### src/rtl/instr_sram_pkg.sv
// Shared types for the instruction SRAM port: in-flight slot kinds and
// the response record carried through the response FIFO.
package instr_sram_pkg;

  typedef enum logic [1:0] {
    IF_NONE,
    IF_READ,
    IF_WRITE,
    IF_ERR
  } inflight_kind_e;

  typedef struct packed {
    logic [31:0] rdata;
    logic        err;
  } rsp_t;

  // Byte address bits below the word index.
  localparam int WORD_OFFSET = 2;

endpackage

### src/rtl/instr_sram_rsp_fifo.sv
// Small show-ahead response FIFO; the head entry is visible whenever count is non-zero.
module instr_sram_rsp_fifo
  import instr_sram_pkg::*;
#(
  parameter int RSP_DEPTH = 2,
  parameter int PW        = (RSP_DEPTH > 1) ? $clog2(RSP_DEPTH) : 1,
  parameter int CW        = $clog2(RSP_DEPTH + 1)
) (
  input  logic          clock,
  input  logic          reset,
  input  logic          push,
  input  rsp_t          push_data,
  input  logic          pop,
  output rsp_t          head,
  output logic          valid,
  output logic [CW-1:0] count
);

  logic [PW-1:0] wr_ptr_q, wr_ptr_d;
  logic [PW-1:0] rd_ptr_q, rd_ptr_d;
  logic [CW-1:0] count_q, count_d;
  rsp_t          mem_q [RSP_DEPTH];

  always_comb begin
    wr_ptr_d = wr_ptr_q;
    rd_ptr_d = rd_ptr_q;
    count_d  = count_q;
    if (push) begin
      wr_ptr_d = (wr_ptr_q == PW'(RSP_DEPTH - 1)) ? '0 : wr_ptr_q + PW'(1);
    end
    if (pop) begin
      rd_ptr_d = (rd_ptr_q == PW'(RSP_DEPTH - 1)) ? '0 : rd_ptr_q + PW'(1);
    end
    // A push into a full FIFO is only ever issued alongside a pop.
    case ({push, pop})
      2'b10:   count_d = count_q + CW'(1);
      2'b01:   count_d = count_q - CW'(1);
      default: count_d = count_q;
    endcase
  end

  always_ff @(posedge clock or posedge reset) begin
    if (reset) begin
      wr_ptr_q <= '0;
      rd_ptr_q <= '0;
      count_q  <= '0;
    end else begin
      wr_ptr_q <= wr_ptr_d;
      rd_ptr_q <= rd_ptr_d;
      count_q  <= count_d;
    end
  end

  always_ff @(posedge clock) begin
    if (push) begin
      mem_q[wr_ptr_q] <= push_data;
    end
  end

  assign head  = mem_q[rd_ptr_q];
  assign valid = (count_q != '0);
  assign count = count_q;

endmodule

### src/rtl/instr_sram_port.sv
// Request/response front end for the dual-port instruction SRAM macro:
// address checks, macro drive, one-entry in-flight slot and response credits.
module instr_sram_port
  import instr_sram_pkg::*;
#(
  parameter int ADDR_WIDTH = 11,
  parameter int DATA_WIDTH = 32,
  parameter int NUM_WMASKS = 4,
  parameter int RSP_DEPTH  = 2
) (
  input  logic                  clock,
  input  logic                  reset,
  input  logic                  req_valid,
  output logic                  req_ready,
  input  logic [31:0]           req_addr,
  input  logic                  req_we,
  input  logic [31:0]           req_wdata,
  input  logic [NUM_WMASKS-1:0] req_wmask,
  output logic                  rsp_valid,
  input  logic                  rsp_ready,
  output logic [31:0]           rsp_rdata,
  output logic                  rsp_err,
  output logic                  csb0,
  output logic                  web0,
  output logic [NUM_WMASKS-1:0] wmask0,
  output logic [ADDR_WIDTH-1:0] addr0,
  output logic [DATA_WIDTH-1:0] din0,
  output logic                  csb1,
  output logic [ADDR_WIDTH-1:0] addr1,
  input  logic [DATA_WIDTH-1:0] dout1
);

  localparam int CW = $clog2(RSP_DEPTH + 1);

  inflight_kind_e        inflight_q, inflight_d;
  logic [ADDR_WIDTH-1:0] word_addr;
  logic                  addr_err;
  logic                  fire;
  logic                  rsp_pop;
  logic                  push;
  rsp_t                  push_data;
  rsp_t                  fifo_head;
  logic                  fifo_valid;
  logic [CW-1:0]         fifo_count;
  logic [CW:0]           used;

  assign word_addr = req_addr[ADDR_WIDTH+1:WORD_OFFSET];
  assign addr_err  = (req_addr[WORD_OFFSET-1:0] != '0) || (req_addr[31:ADDR_WIDTH+2] != '0);

  // Credits count the in-flight slot so a full FIFO can never be overrun.
  assign used      = (CW+1)'(fifo_count) + (CW+1)'(inflight_q != IF_NONE) - (CW+1)'(rsp_pop);
  assign req_ready = !reset && (used < (CW+1)'(RSP_DEPTH));
  assign fire      = req_valid && req_ready;

  always_comb begin
    csb0       = 1'b1;
    web0       = 1'b1;
    wmask0     = '0;
    addr0      = '0;
    din0       = '0;
    csb1       = 1'b1;
    addr1      = '0;
    inflight_d = IF_NONE;
    if (fire) begin
      if (addr_err) begin
        inflight_d = IF_ERR;
      end else if (req_we) begin
        csb0       = 1'b0;
        web0       = 1'b0;
        wmask0     = req_wmask;
        addr0      = word_addr;
        din0       = req_wdata;
        inflight_d = IF_WRITE;
      end else begin
        csb1       = 1'b0;
        addr1      = word_addr;
        inflight_d = IF_READ;
      end
    end
  end

  always_ff @(posedge clock or posedge reset) begin
    if (reset) begin
      inflight_q <= IF_NONE;
    end else begin
      inflight_q <= inflight_d;
    end
  end

  always_comb begin
    push_data = '0;
    case (inflight_q)
      IF_READ:  push_data.rdata = dout1;
      IF_ERR:   push_data.err   = 1'b1;
      default:  push_data       = '0;
    endcase
  end

  assign push    = (inflight_q != IF_NONE);
  assign rsp_pop = rsp_valid && rsp_ready;

  instr_sram_rsp_fifo #(
    .RSP_DEPTH (RSP_DEPTH)
  ) u_rsp_fifo (
    .clock     (clock),
    .reset     (reset),
    .push      (push),
    .push_data (push_data),
    .pop       (rsp_pop),
    .head      (fifo_head),
    .valid     (fifo_valid),
    .count     (fifo_count)
  );

  // Gate the head so stale storage never shows on the bus while empty.
  assign rsp_valid = fifo_valid;
  assign rsp_rdata = fifo_valid ? fifo_head.rdata : '0;
  assign rsp_err   = fifo_valid ? fifo_head.err : 1'b0;

endmodule
### config.mk
export PLATFORM = sky130hd
export DESIGN_NAME = instr_sram_port
export DESIGN_NICKNAME = d
export VERILOG_FILES = /design/src/rtl/instr_sram_pkg.sv /design/src/rtl/instr_sram_rsp_fifo.sv /design/src/rtl/instr_sram_port.sv
export SDC_FILE = /design/constraint.sdc
export NUM_CORES = 1
export LEC_CHECK = 0
export CORE_MARGIN = 3
export CORE_UTILIZATION = 44
export CTS_CLUSTER_SIZE = 8
export DETAILED_ROUTE_END_ITERATION = 10
export PLACE_DENSITY = 0.87
export SYNTH_ARGS = -nofsm -noshare
export SYNTH_HDL_FRONTEND = slang
export SYNTH_SLANG_ARGS = --single-unit
### constraint.sdc
create_clock -name clock -period 13.9 [get_ports clock]
set_clock_uncertainty 0.15 [all_clocks]
set_input_delay 4.17 -clock clock [delete_from_list [all_inputs] [get_ports clock]]
set_output_delay 4.17 -clock clock [all_outputs]
set_load 0.02 [all_outputs]
==> impl_metrics.env, run 1 <==
export IMPL_peakVddDrop_v=0.0000719
export IMPL_fillers=640
export IMPL_hold_violations=0
export IMPL_drv_cap=0
export IMPL_multi_input_area_sq_um=1590
export IMPL_wirelength_um=11300
export IMPL_start_util_pct=45.6
export IMPL_start_kind="input port"
export IMPL_required_ps=9580
export IMPL_critPathArrivalTime_ps=7820
export IMPL_rrSetupSlack_ps=10590
export IMPL_max_clock_path_buffers=2
export IMPL_netlist_area_sq_um=4020
export IMPL_post_cts_repair_setup_buffers=0
export IMPL_finalCriticalPeriod_ps=12140
export IMPL_globalplace_congestion=0.783
export IMPL_drive_gt1_share_pct=12.7
export IMPL_slew_violations=0
export IMPL_die_width_um=102
export IMPL_path_cells="clkdlybuf4s50_1, o21ai_0, nor2_1, o22ai_1, fa_1, nor2b_1, nand3_2, buf_4, or3_1, clkdlybuf4s50_1"
export IMPL_drt_drc_violations_left=0
export IMPL_rows=34
export IMPL_area_growth_pct=55.1
export IMPL_final_period_utilization_pct=87.4
export IMPL_antenna_found_initial=0
export IMPL_critPathKind="input port to output port"
export IMPL_num_vias=3366
export IMPL_synth_cells=346
export IMPL_drtIter0Drc=163
export IMPL_synth_cell_types=28
export IMPL_viasPerCell=5.23
export IMPL_regArea_sq_um=2130
export IMPL_firstDrtPassIters=4
export IMPL_critPathMaxFanout=40
export IMPL_holdWs_ps=450
export IMPL_p_per_area_nw_per_um2=148
export IMPL_min_path_type="register to register"
export IMPL_fin_nets=637
export IMPL_max_stage_delay_ps=710
export IMPL_grt_pass1_wl_um=17300
export IMPL_portBuffers=200
export IMPL_layout_common_cells="200 x clkdlybuf4s50_1, 66 x edfxtp_1, 39 x inv_1"
export IMPL_slew_headroom_pct=29.9
export IMPL_grtUsageTotal_pct=21.5
export IMPL_rsz0062_at_grt="no"
export IMPL_grt_max_degree=63
export IMPL_clk_pin_slew_ps=70
export IMPL_cts_max_level=3
export IMPL_io_pins=201
export IMPL_setup_tns_ps=0
export IMPL_ys_warn_count=0
export IMPL_worst_pin_slew_ps=1050
export IMPL_synthesis_nets=453
export IMPL_yosysSeqAreaShare_pct=53.1
export IMPL_final_util_pct=70.7
export IMPL_clk_latency_ps=330
export IMPL_ant_nets=0
export IMPL_dieHeight_um=102
export IMPL_cellLeakagePower_nw=2.24
export IMPL_overflow=0
export IMPL_ys_ff_latch=72
export IMPL_die_area_sq_um=10300
export IMPL_final_common_cell="clkdlybuf4s50_1"
export IMPL_crit_slowest_cell="nor2b_1"
export IMPL_cts_buffers_inserted=9
export IMPL_coreArea_sq_um=8810
export IMPL_setup_viol=0
export IMPL_end_kind="output port"
export IMPL_hold_buffers=0
export IMPL_num_antenna_cells=0
export IMPL_tritoncts="done"
export IMPL_avgSynthCellArea_sq_um=11.6
export IMPL_cts_sinks=72
export IMPL_dp_hpwl_um=8260
export IMPL_fmax_mhz=82.4
export IMPL_cts_root_buf="clkbuf_8"
export IMPL_grt_pass1_vias=3502
export IMPL_crit_top_cell="clkdlybuf4s50_1"
export IMPL_cts_repair_resized=0
export IMPL_status="finished clean"
export IMPL_wl_per_cell_um=17.6
through the flow:
step                      total power [mW]  instance area (sq um)  setup WS [ps]  cells
after floorplan                      0.590                   4020           3340    346
after global placement               0.759                   6030           1850    627
after detailed placement             0.775                   6030           1790    627
after CTS                            0.936                   6230           1760    643
final                                0.925                   6230           1760    643
after global routing                 0.980                   6230           1460    643
cells by family (layout without fill, tap and decap cells):
| group | Yosys count | in the layout | synth area share [%] |
|---|---|---|---|
| multiplexers | 33 | 33 | 8.22 |
| XOR/XNOR | 5 | 5 | 1.28 |
| buffers and inverters | 70 | 259 | 8.16 |
| flip-flops | 72 | 72 | 53.1 |
| AND/OR/NAND/NOR | 160 | 160 | 27.7 |
| adder cells (fa/ha/maj) | 2 | 2 | 0.810 |
| AO/OA/AOI/OAI | 4 | 4 | 0.779 |
cell type report:
type	count	share of cell area, %
sequential	72	34.2
timing repair buffer	204	32.6
inverter	39	2.35
clock buffer	10	2.05
clock inverter	6	1.08
tap	108	2.17
multi-input combinational	204	25.5
path summary, 6_finish.rpt:
check | startpoint | to | depth (start not counted)
worst min-delay path | inflight_q[0] | u_rsp_fifo.wr_ptr_q | 2
worst max register to register | u_rsp_fifo.count[1] | inflight_q[0] | 8
max in group asynchronous | reset | u_rsp_fifo.rd_ptr_q | 2
min in group asynchronous | reset | u_rsp_fifo.wr_ptr_q | 2
worst max-delay path | rsp_ready | web0 | 10
worst min register to register | inflight_q[0] | u_rsp_fifo.wr_ptr_q | 2
metal layers:
layer,up-vias,wire length (um),global-route usage (%),part of all wire (%)
li1,1592,-,-,-
met1,1602,4130,23.9,36
met4,0,129,6.85,1.1
met5,-,0,0,0
met3,12,977,6.68,8.6
met2,160,6080,39.1,54
worst max-delay path, delay by kind of cell:
kind / cells / cell delay, ps
buf+inv: 3 / 1400
simple gates: 4 / 1440
fa+ha+maj: 1 / 490
compound gates: 2 / 300
Yosys cell counts:
library cell  instances  area share, %
and2_1               34            5.3
buf_1                 1          0.093
buf_2                13            1.6
buf_4                 1           0.19
buf_6                 6            1.7
clkbuf_1             10           0.93
dfrtp_1               6            3.7
edfxtp_1             66             49
fa_1                  1           0.50
ha_1                  1           0.31
inv_1                39            3.6
mux2i_1              33            8.2
nand3_1               3           0.37
nand3_2               1           0.25
nand4_1              11            1.7
nor2_1               40            3.7
nor2b_1               4           0.62
nor3_1               23            2.9
nor4_1                3           0.47
nor4_2               38             12
nor4b_1               1           0.22
o21ai_0               1           0.12
o21ba_2               2           0.50
o22ai_1               1           0.16
or3_1                 2           0.31
xnor2_1               3           0.65
xnor2_2               1           0.40
xor2_1                1           0.22
registers in the layout, indices dropped and copies added, names as in the netlist:
name / count
u_rsp_fifo.wr_ptr_q: 1
u_rsp_fifo.count: 2
u_rsp_fifo.mem_q: 66
inflight_q: 2
u_rsp_fifo.rd_ptr_q: 1
where the power goes:
part | total, mW | internal, mW | switching, mW
Combinational | 0.421 | 0.191 | 0.230
Clock | 0.160 | 0.0835 | 0.0764
Sequential | 0.344 | 0.299 | 0.0447
Note: power is estimated with default switching activity, not from simulation.
==> run 2, diff against run 1 <==
CAP_MARGIN = 10   (was unset)
==> results of run 2 <==
Same layout as run 1: the final DEF is identical, and so are final timing and power.
